**src/rtl/rv_pkg.sv**
```systemverilog
// Shared RV32 pipeline definitions: funct3 load/store encodings, MEM-stage
// FSM states, the data-memory command payload and store lane helpers.
package rv_pkg;

  localparam int unsigned XLEN = 32;
  localparam int unsigned BE_W = XLEN / 8;

  localparam logic [2:0] F3_B  = 3'b000;
  localparam logic [2:0] F3_H  = 3'b001;
  localparam logic [2:0] F3_W  = 3'b010;
  localparam logic [2:0] F3_BU = 3'b100;
  localparam logic [2:0] F3_HU = 3'b101;

  typedef enum logic {
    IDLE = 1'b0,
    BUSY = 1'b1
  } mem_state_t;

  // Payload presented on the data-memory request port
  typedef struct packed {
    logic            we;
    logic [XLEN-1:0] addr;
    logic [XLEN-1:0] wdata;
    logic [BE_W-1:0] be;
  } dmem_cmd_t;

  // Halfwords need an even address; words (and undefined size 11) need a
  // word-aligned address; bytes are always aligned
  function automatic logic access_aligned(input logic [2:0] f3, input logic [1:0] off);
    case (f3[1:0])
      2'b00:   return 1'b1;
      2'b01:   return ~off[0];
      default: return (off == 2'b00);
    endcase
  endfunction

  function automatic logic [BE_W-1:0] store_be(input logic [2:0] f3, input logic [1:0] off);
    case (f3[1:0])
      2'b00:   return BE_W'(4'b0001 << off);
      2'b01:   return BE_W'(4'b0011 << off);
      default: return 4'b1111;
    endcase
  endfunction

  // Replicate the store value across every lane so the byte enables pick it
  function automatic logic [XLEN-1:0] store_wdata(input logic [2:0] f3, input logic [XLEN-1:0] d);
    case (f3[1:0])
      2'b00:   return {4{d[7:0]}};
      2'b01:   return {2{d[15:0]}};
      default: return d;
    endcase
  endfunction

endpackage

```
**src/rtl/mem_load_align.sv**
```systemverilog
// Load data alignment: selects the byte/halfword lane addressed by byte_off
// from the raw memory word and sign- or zero-extends it per funct3.
// Ports: rdata (raw word), funct3 (size/sign), byte_off (addr[1:0]),
//        load_data_c (combinational aligned result).
module mem_load_align
  import rv_pkg::*;
(
  input  logic [XLEN-1:0] rdata,
  input  logic [2:0]      funct3,
  input  logic [1:0]      byte_off,
  output logic [XLEN-1:0] load_data_c
);

  logic [15:0] lane;

  // Shift the addressed lane down to bit 0, then extend
  always_comb begin
    lane        = 16'(rdata >> {byte_off, 3'b000});
    load_data_c = rdata;
    case (funct3)
      F3_B:    load_data_c = {{24{lane[7]}}, lane[7:0]};
      F3_BU:   load_data_c = {24'b0, lane[7:0]};
      F3_H:    load_data_c = {{16{lane[15]}}, lane[15:0]};
      F3_HU:   load_data_c = {16'b0, lane[15:0]};
      default: load_data_c = rdata;
    endcase
  end

endmodule

```
**src/rtl/mem_stage.sv**
```systemverilog
// RV32 data-memory access stage between EX/MEM and MEM/WB.
// Issues aligned loads/stores on a req/ack port, stalls upstream while an
// access is outstanding, suppresses misaligned accesses and registers the
// writeback fields for MEM/WB.
// Ports: EX/MEM fields (in_valid, alu_result, rdata2, rd, en_write_reg,
//        en_mem_read, en_mem_write, write_source, funct3); stall (comb);
//        dmem_* request/response; wb_* writeback; misalign pulse.
module mem_stage
  import rv_pkg::*;
#(
  parameter int unsigned ADDR_W = 32,
  parameter int unsigned DATA_W = 32
) (
  input  logic              clk,
  input  logic              rst,
  input  logic              in_valid,
  input  logic [DATA_W-1:0] alu_result,
  input  logic [DATA_W-1:0] rdata2,
  input  logic [4:0]        rd,
  input  logic              en_write_reg,
  input  logic              en_mem_read,
  input  logic              en_mem_write,
  input  logic              write_source,
  input  logic [2:0]        funct3,
  output logic              stall,
  output logic              dmem_req,
  output logic              dmem_we,
  output logic [ADDR_W-1:0] dmem_addr,
  output logic [DATA_W-1:0] dmem_wdata,
  output logic [3:0]        dmem_be,
  input  logic [DATA_W-1:0] dmem_rdata,
  input  logic              dmem_ack,
  output logic              wb_valid,
  output logic [4:0]        wb_rd,
  output logic              wb_en_write_reg,
  output logic [DATA_W-1:0] wb_data,
  output logic              misalign
);

  mem_state_t  state;
  dmem_cmd_t   cmd_q;
  dmem_cmd_t   cmd_c;
  logic        mem_op;
  logic        aligned;
  logic [1:0]  off;
  logic [DATA_W-1:0] load_data_c;

  // Decode of the instruction currently held in EX/MEM
  always_comb begin
    off         = alu_result[1:0];
    mem_op      = en_mem_read | en_mem_write;
    aligned     = access_aligned(funct3, off);
    cmd_c       = '0;
    cmd_c.we    = en_mem_write;
    cmd_c.addr  = XLEN'({alu_result[ADDR_W-1:2], 2'b00});
    cmd_c.wdata = store_wdata(funct3, rdata2);
    cmd_c.be    = en_mem_write ? store_be(funct3, off) : 4'b0000;
  end

  // Hold upstream from acceptance until the ack cycle; inputs stay stable
  // throughout, so the ack cycle can read rd/funct3/etc. directly
  assign stall = in_valid & mem_op & aligned & ~((state == BUSY) & dmem_ack);

  assign dmem_we    = cmd_q.we;
  assign dmem_addr  = ADDR_W'(cmd_q.addr);
  assign dmem_wdata = cmd_q.wdata;
  assign dmem_be    = cmd_q.be;

  mem_load_align u_load_align (
    .rdata       (dmem_rdata),
    .funct3      (funct3),
    .byte_off    (off),
    .load_data_c (load_data_c)
  );

  // Access FSM with registered request and writeback outputs
  always_ff @(posedge clk) begin
    if (rst) begin
      state           <= IDLE;
      dmem_req        <= 1'b0;
      cmd_q           <= '0;
      wb_valid        <= 1'b0;
      wb_rd           <= 5'd0;
      wb_en_write_reg <= 1'b0;
      wb_data         <= '0;
      misalign        <= 1'b0;
    end else begin
      wb_valid <= 1'b0;
      misalign <= 1'b0;
      case (state)
        IDLE: begin
          if (in_valid) begin
            if (!mem_op) begin
              wb_valid        <= 1'b1;
              wb_rd           <= rd;
              wb_en_write_reg <= en_write_reg;
              wb_data         <= alu_result;
            end else if (!aligned) begin
              // Suppressed access still retires, but never writes the regfile
              wb_valid        <= 1'b1;
              wb_rd           <= rd;
              wb_en_write_reg <= 1'b0;
              wb_data         <= alu_result;
              misalign        <= 1'b1;
            end else begin
              dmem_req <= 1'b1;
              cmd_q    <= cmd_c;
              state    <= BUSY;
            end
          end
        end
        BUSY: begin
          if (dmem_ack) begin
            dmem_req        <= 1'b0;
            state           <= IDLE;
            wb_valid        <= 1'b1;
            wb_rd           <= rd;
            wb_en_write_reg <= en_write_reg;
            wb_data         <= (!cmd_q.we && write_source) ? load_data_c : alu_result;
          end
        end
        default: state <= IDLE;
      endcase
    end
  end

endmodule

```
**config.mk**
```make
export PLATFORM = sky130hd
export DESIGN_NAME = mem_stage
export DESIGN_NICKNAME = d
export VERILOG_FILES = /design/src/rtl/rv_pkg.sv /design/src/rtl/mem_load_align.sv /design/src/rtl/mem_stage.sv
export SDC_FILE = /design/constraint.sdc
export NUM_CORES = 1
export LEC_CHECK = 0
export ABC_AREA = 1
export CAP_MARGIN = 0
export CORE_MARGIN = 4
export CORE_UTILIZATION = 39
export DETAILED_ROUTE_END_ITERATION = 6
export HOLD_SLACK_MARGIN = 0.05
export PLACE_DENSITY = 0.75
export SLEW_MARGIN = 20
export SYNTH_ARGS = -nofsm -noshare
export SYNTH_HDL_FRONTEND = slang
export SYNTH_SLANG_ARGS = --single-unit
```
**constraint.sdc**
```tcl
create_clock -name clk -period 1.4 [get_ports clk]
set_clock_uncertainty 0.1 [all_clocks]
set_input_delay 0.28 -clock clk [delete_from_list [all_inputs] [get_ports clk]]
set_output_delay 0.28 -clock clk [all_outputs]
set_load 0.005 [all_outputs]
```
Word level (Yosys, flattened, before mapping)
Cells that the tools add are included.

Input port bits: 112. Flip-flop bits (word level): 109. Output and inout port bits: 111. Memories: 0. Memory bits (writable): 0. Logic and storage cells: 78. Memory bits (read-only): 0. Latch bits: 0.

Shifts and indexed selects: 3. Reductions and logical operators: 9. Bitwise logic cells: 10. $add $sub $neg: 0. Div/mod/pow operators: 0. Equality and inequality tests: 9. Mux-type cells: 36. Order comparisons: 0. $mul: 0.

Operators with widths (number): $mux W32 (5); $pmux W32 S2 (2); $pmux W32 S4 (1); $shr A32 B5 Y16 (1); $mux W5 (4); $mux W1 (16); $pmux W1 S2 (5); $pmux W5 S2 (1); $ne A2 B2 Y1 const B (4); $pmux W4 S2 (1); $reduce_and A4 Y1 (2); $eq A3 B3 Y1 const B (2); $not A1 Y1 (5); $and A1 B1 Y1 (4); $logic_not A2 Y1 (2); $mux W4 (1); $reduce_or A4 Y1 (1); $shl A1 B2 Y4 const A (1); $shl A2 B2 Y4 const A (1); $eq A3 B1 Y1 const B (1); $logic_not A3 Y1 (1); $ne A3 B3 Y1 const B (1); $reduce_and A3 Y1 (1); $eq A2 B1 Y1 const B (1); other kinds (3) (3).

Depth between registers and ports, before layout
Gate-level depths: netlist of the first run.

Depth in word-level cells: 6. Gate-level depth with buffers: 12. Gate-level depth less buffers: 10.

Hierarchy
Synthesis of the first run repeated with hierarchy kept, for this count alone.

Cell total of the unflattened synthesis: 959. Area total of the unflattened synthesis: 5898.2 um^2.

By module, submodules not included: mem_stage (cells an instance 765, times used 1, area an instance 5019.8 um^2, seq. area each 2182.1 um^2); mem_load_align (cells an instance 194, times used 1, area an instance 878.3 um^2, seq. area each 0.0 um^2).

Worst setup path before layout of the first run
No wires, ideal clock.

Path kind: input to output. Start point: input port alu_result[0]. End point: output port stall. Cell stages on the path: 8. Path slack: -0.142 ns. Arrival time: 1.162 ns. Data required time: 1.020 ns. Path buffers: 3. Cell sequence: buf_4 -> nand2_1 -> nand2_2 -> a21oi_2 -> buf_4 -> buf_4 -> nand2_1 -> nor2_1.

Word-level cells in the longest chain between the ends: 4. Elaborated cells between the ends (all ways): 5. Classes of those cells: mux: 1; bitwise: 3; reduce/logical: 1.

RTL lines: from (decl) (RTL line mem_stage.sv:17) `input logic [DATA_W-1:0] alu_result,`; $logic_not A2 Y1 / $not A1 Y1 (equally long branches) (RTL line rv_pkg.sv:33, rv_pkg.sv:32); $pmux W1 S2 * (RTL line rv_pkg.sv:30) `case (f3[1:0])`; $and A1 B1 Y1 * (2 in series) (RTL line mem_stage.sv:62) `assign stall = in_valid & mem_op & aligned & ~((state == BUSY) & dmem_ack);`; to (decl) (RTL line mem_stage.sv:25) `output logic stall,`.

Every way passes the cells marked *; elsewhere a longest branch is shown, timed or not.

Final worst setup path of the first run
Start point: register state. End point: register wb_data[30].

Word-level cells in the longest chain between the ends: 3. Elaborated cells between the ends (all ways): 6. Classes of those cells: eq/ne: 3; mux: 1; bitwise: 1; reduce/logical: 1.

RTL lines: from (decl) (RTL line mem_stage.sv:40) `mem_state_t state;`; from (signal assigned) (RTL line mem_stage.sv:79) `state <= IDLE;`; from (signal assigned) (RTL line mem_stage.sv:108) `state <= BUSY;`; from (signal assigned) (RTL line mem_stage.sv:115) `state <= IDLE;`; $not A1 Y1 (no line); $ne A3 B3 Y1 (no line) / $ne A2 B2 Y1 (equally long branches); $reduce_and A3 Y1 (no line); to (signal assigned) (RTL line mem_stage.sv:97) `wb_data <= alu_result;`; to (signal assigned) (RTL line mem_stage.sv:103) `wb_data <= alu_result;`; to (signal assigned) (RTL line mem_stage.sv:119) `wb_data <= (!cmd_q.we && write_source) ? load_data_c : alu_result;`; to (decl) (RTL line mem_stage.sv:36) `output logic [DATA_W-1:0] wb_data,`.

Parallel ways exist; a longest one is shown, timed or not. A chain may end at the register's enable or synchronous reset.

==> flow_summary.json, run 1 <==
{
  "status": "finished, violations left",
  "violations": "setup timing",
  "synthXorXnorAreaFrac_pct": 0,
  "top_layer": "met4",
  "met1_length_um": 9030,
  "startpoint_type": "register",
  "synth_mux_area_share_pct": 0,
  "post-route-period-util_pct": 103,
  "comb_power_share_pct": 25.9,
  "path_max_fanout": 14,
  "port_buffers": 220,
  "route.met3.wl_um": 1640,
  "hold_path_depth": 3,
  "synth-simple-area-share_pct": 36.8,
  "hold_buffers": 0,
  "ys_seq_elements": 109,
  "critical_path_class": "register to register",
  "power_frac_seq_pct": 43.4,
  "clockRootBuffer": "clkbuf_16",
  "cts_tree": "done",
  "initial_core_util_pct": 40.4,
  "setup_viol": 6,
  "synthesis.yosys.warnings": 0,
  "grt_pass1_wl_um": 31900,
  "yosys.area_share.adder_pct": 0,
  "synth.cell_area_mm2": 0.00541,
  "rows": 42,
  "clock-sinks": 109,
  "r2r_slack_ns": -0.05,
  "cap_violations": 0,
  "ir_drop_uv": 528,
  "vias_per_cell": 5.13,
  "cp_top_family": "simple AND/OR/NAND/NOR gates",
  "power_density_mw_per_mm2": 904,
  "grt_use_total_pct": 24.8,
  "synth_seq_area_share_pct": 40.3,
  "rsz0062_at_grt": "yes",
  "cp_slowest_stage_delay_ns": 0.39,
  "drc_errors": 0,
  "die_x_um": 126,
  "drive_gt1_share_pct": 14.7,
  "ys_types": 21,
  "dp.final_hpwl_um": 14700,
  "h-tree-depth": 3,
  "layout_commonest_cell": "nand2_1",
  "pwr-share-clk_pct": 30.7,
  "crit_slowest_cell": "dfxtp_4",
  "cp.depth": 8,
  "core-area_mm2": 0.0134,
  "avgSynthCellArea_um2": 6.46,
  "die_y_um": 126,
  "worstPathRequired_ns": 1.55,
  "path_cells": "nand2_4 -> nor2_4 -> inv_4 -> buf_12 -> a21oi_2 -> nand3_1 -> nand2_1 -> nand2_1",
  "p_switching_mw": 2.29,
  "grt_pass1_vias": 5946,
  "path_buf_inv": 2,
  "reg2reg_depth": 8,
  "finalWirelength_um": 20600,
  "via_count": 6476,
  "power_mw": 7.85,
  "area_growth_pct": 60.5,
  "min_path_type": "primary input to register",
  "clockBufferDepth": 2,
  "fin_nets": 1193,
  "dr.pass1.iters": 5,
  "dp_cells": 1232,
  "setup_ws_ns": -0.0453,
  "cts.clk_slew.worst_paths_ns": 0.07,
  "route.met2.wl_um": 9360,
  "fmax_mhz": 692,
  "synth_compound_gate_area_share_pct": 14.4,
  "hold_violations": 0,
  "num_io_pins": 223,
  "final_antenna_net_count": 0,
  "synthCells": 837,
  "grt-ovfl-total": 0,
  "post-route-min-period_ns": 1.45,
  "grt_max_degree": 70,
  "crit_path_end_kind": "register",
  "avgRoutedWirePerCell_um": 16.3,
  "slew_viol_final": 0,
  "cpMostUsedCell": "nand2_1",
  "gp_congestion": 0.915,
  "swShare_pct": 29.1,
  "final_cell_mix": "nand2_1, nand3_1, dlygate4sd2_1",
  "p_int_mw": 5.56,
  "numCtsBuffers": 9,
  "antenna_found_initial": 2,
  "cp.arrival_ns": 1.59,
  "synth_top_family_by_area": "simple AND/OR/NAND/NOR gates",
  "insertion_delay_ns": 0.35,
  "die_area_mm2": 0.0158,
  "drt_iter0_markers": 626,
  "final-instance-count-excl-fill": 1263,
  "p_leak_nw": 4.11
}
[stage by stage]
| step | setup TNS (ns) | instance area [um2] | hold slack, ns | util [%] | setup slack (ns) |
|---|---|---|---|---|---|
| after global placement | -80.64 | 8090 | 0.340 | 60.4 | -0.834 |
| after floorplan | -0.0803 | 5440 | 0.283 | - | -0.0803 |
| after detailed placement | -83.66 | 8090 | 0.346 | 60.4 | -0.893 |
| after CTS | -0.0318 | 8430 | 0.312 | 62.9 | -0.0318 |
| final | -0.129 | 8680 | 0.321 | 64.8 | -0.0453 |
| after global routing | -1.68 | 8680 | 0.334 | 64.8 | -0.124 |
[final cells by class]
cell class	count	area, um2
Antenna cell	2	5.00
Clock buffer	11	243
Clock inverter	4	25.0
Fill cell	1256	4720
Inverter	34	136
Multi-Input combinational cell	634	2970
Sequential cell	109	2200
Tap cell	176	220
Timing Repair Buffer	293	2890
[per-layer routing]
metal,track usage [%],up-vias
met1,32.9,2962
met4,8.96,0
li1,-,3204
met3,5.80,36
met2,39.6,274
met5,0,-
[synthesized netlist by cell type, drive strengths merged]
master | instances | share of area, %
clkbuf | 20 | 1.4
nand3 | 113 | 10
nor2 | 96 | 6.9
o21ai | 41 | 3.8
buf | 41 | 4.6
inv | 34 | 2.4
o211ai | 5 | 0.69
o21a | 2 | 0.28
conb | 1 | 0.069
a21oi | 103 | 9.7
dfxtp | 109 | 40
nand2 | 271 | 19
nor3 | 1 | 0.092
[power by group through the flow]
stage / sequential [mW] / clock (mW) / combinational, mW
finish: 3.41 / 2.41 / 2.03
global route: 3.44 / 2.57 / 2.21
CTS: 3.41 / 2.44 / 1.94
detailed placement: 3.48 / 0 / 1.95
global placement: 3.48 / 0 / 1.94
floorplan: 3.49 / 0 / 0.813
[timing repair]
action / 4_1_cts / 5_1_grt
gates resized for setup: 174 / 59
setup buffers: 6 / 3
cloned: 2 / 3
pin swaps: 8 / 13
setup endpoints to repair: 217 / 105
[logic make-up (layout without fill, tap and decap cells)]
group,Yosys count,count (layout)
buf+inv,95,342
other cells,1,4
flops,109,109
simple gates,481,481
compound gates,151,151
[worst reg2reg max path: stages, from the launching register on]
cell	delay, ns
dfxtp_4	0.39
nand2_4	0.06
nor2_4	0.17
inv_4	0.08
buf_12	0.16
a21oi_2	0.13
nand3_1	0.12
nand2_1	0.08
nand2_1	0.04
[path summary, 6_finish.rpt]
kind | start | to
hold / removal | in_valid | state
setup reg to reg | state | wb_data[30]
setup / recovery | state | wb_data[30]
hold reg to reg | wb_rd[1] | wb_rd[1]
No activity file was read; power rests on OpenSTA's default activity.
==> run 2: changes to the inputs <==
==> constraint.sdc (replaced) <==
create_clock -name clk -period 1.4 [get_ports clk]
set_clock_uncertainty 0.1 [all_clocks]
set_input_delay 0.21 -clock clk [delete_from_list [all_inputs] [get_ports clk]]
set_output_delay 0.21 -clock clk [all_outputs]
set_load 0.005 [all_outputs]
==> run 2 against run 1 <==
The run still ends with setup timing left. Final cell count rose by 3.1%. Setup slack got worse by 0.14 ns. Sequential cell count is the same. Highest routed layer unchanged. Utilization grew 11 points. Cell area is 16% higher. Fmax fell by 8.6%. Largest power group unchanged. Register-to-register slack worse by 0.14 ns.
==> flow_summary.json, run 2 (synthesis results as in run 1) <==
{
  "status": "finished, violations left",
  "violations": "setup timing",
  "final_antenna_net_count": 0,
  "port_buffers": 220,
  "numCtsBuffers": 9,
  "dp_cells": 1238,
  "h-tree-depth": 3,
  "die_area_mm2": 0.0158,
  "drt_iter0_markers": 708,
  "clockRootBuffer": "clkbuf_16",
  "fmax_mhz": 632,
  "relSlewSlack_pct": 60.8,
  "post-route-min-period_ns": 1.58,
  "final_cell_mix": "nand2_1, dlygate4sd2_1, nand3_1",
  "path_max_fanout": 5,
  "die_y_um": 126,
  "cap_violations": 0,
  "path_cells": "buf_6 -> nor2_4 -> buf_6 -> buf_6 -> nand2_8 -> buf_12 -> buf_8 -> buf_6 -> nand2_2 -> a21oi_2",
  "post-route-period-util_pct": 113,
  "rows": 42,
  "p_int_mw": 6.19,
  "via_count": 6976,
  "dr.pass1.iters": 5,
  "p_switching_mw": 2.70,
  "grt_use_total_pct": 28.2,
  "cp_slowest_stage_delay_ns": 0.33,
  "swShare_pct": 30.3,
  "initial_core_util_pct": 40.4,
  "pwr-share-clk_pct": 31.0,
  "fin_nets": 1231,
  "cts.clk_slew.worst_paths_ns": 0.08,
  "power_density_mw_per_mm2": 881,
  "cp_top_family": "buffers and inverters",
  "layout_commonest_cell": "nand2_1",
  "critical_path_class": "register to register",
  "worstPathRequired_ns": 1.53,
  "hold_buffers": 0,
  "cts_tree": "done",
  "clock-sinks": 109,
  "vias_per_cell": 5.36,
  "antenna_found_initial": 2,
  "cp.arrival_ns": 1.72,
  "area_growth_pct": 86.6,
  "core-area_mm2": 0.0134,
  "min_path_type": "primary input to register",
  "fin_setup_tns_ns": -10.95,
  "slew_viol_final": 0,
  "startpoint_type": "register",
  "setup_ws_ns": -0.182,
  "setup_viol": 105,
  "ir_drop_uv": 707,
  "finalWirelength_um": 24600,
  "grt-ovfl-total": 0,
  "comb_power_share_pct": 30.0,
  "die_x_um": 126,
  "grt_max_degree": 37,
  "p_leak_nw": 4.68,
  "clockBufferDepth": 2,
  "dp.final_hpwl_um": 14800,
  "crit_slowest_cell": "dfxtp_2",
  "drc_errors": 0,
  "drive_gt1_share_pct": 32.7,
  "rsz0062_at_grt": "yes",
  "power_frac_seq_pct": 39.0,
  "num_io_pins": 223,
  "grt_pass1_vias": 6595,
  "insertion_delay_ns": 0.36,
  "avgRoutedWirePerCell_um": 18.9,
  "path_buf_inv": 6,
  "final-instance-count-excl-fill": 1302,
  "grt_pass1_wl_um": 35900,
  "cpMostUsedCell": "buf_6",
  "hold_violations": 0,
  "gp_congestion": 0.948,
  "crit_path_end_kind": "register",
  "worstMarginPinSlew_ns": 0.587
}
==> run 2: cell types whose count changed in the layout (fill, tap and decap cells not counted), moves of 13 or more <==
cell / change
buf_16: +13
dfxtp_1: -21
dfxtp_2: +22
a21oi_1: -54
o21ai_2: +13
nand2_1: -76
a21oi_2: +54
nand2_4: +49
nand2_2: +28
buf_6: +16
==> run 2: worst register-to-register path: stages, from the launching register on <==
cell and delay [ns]:
dfxtp_2 0.33, buf_6 0.11, nor2_4 0.10, buf_6 0.13
buf_6 0.12, nand2_8 0.08, buf_12 0.15, buf_8 0.12
buf_6 0.10, nand2_2 0.05, a21oi_2 0.05
==> run 2: power groups by stage <==
| stage | Combinational (mW) | Clock, mW | Sequential, mW |
|---|---|---|---|
| final | 2.67 | 2.75 | 3.47 |
| after global routing | 2.83 | 2.88 | 3.49 |
| after CTS | 2.38 | 2.75 | 3.43 |
| after detailed placement | 1.95 | 0 | 3.48 |
| after global placement | 1.94 | 0 | 3.48 |
| after floorplan | 0.806 | 0 | 3.49 |
==> run 2: repair_timing <==
item                       4_1_cts  5_1_grt
resized for setup              348      148
setup buffers                   28        5
pin swaps                       43       29
cloned                          16        2
setup endpoints to repair      216      109
==> run 2: final timing paths <==
check	endpoint	slack [ns]	from	cells after the start
max	dmem_we	-0.18	state	10
min	state	0.23	in_valid	3
min reg2reg	wb_data[31]	0.35	wb_data[31]	2
max reg2reg	dmem_we	-0.18	state	10
==> run 2: area by class of cell <==
cell class              count  area (um2)
multi-input cells         637        3730
repair buffers            328        3470
fillers                   961        3310
flip-flops and latches    109        2220
clock buffers              13         270
well taps                 176         220
inverters                  34         133
clock inverters             3        42.5
diodes                      2        5.00
==> run 2: through the flow <==
stage          hold WS [ns]  area, um2  power, mW  util (%)  setup slack [ns]
2_1_floorplan         0.213       5420       4.30         -           0.00723
5_1_grt               0.270      10100       9.20      75.3            -0.231
3_5_place_dp          0.340       8110       5.42      60.5            -0.704
3_3_place_gp          0.338       8110       5.41      60.5            -0.636
4_1_cts               0.228       9470       8.55      70.7            -0.102
6_report              0.226      10100       8.89      75.3            -0.182
==> run 2: metal layers <==
metal  part of all wire (%)  global-route usage, %
met5                      0                      0
met4                    3.9                   13.1
met2                     48                   45.2
met3                    7.6                   5.29
met1                     41                   36.9
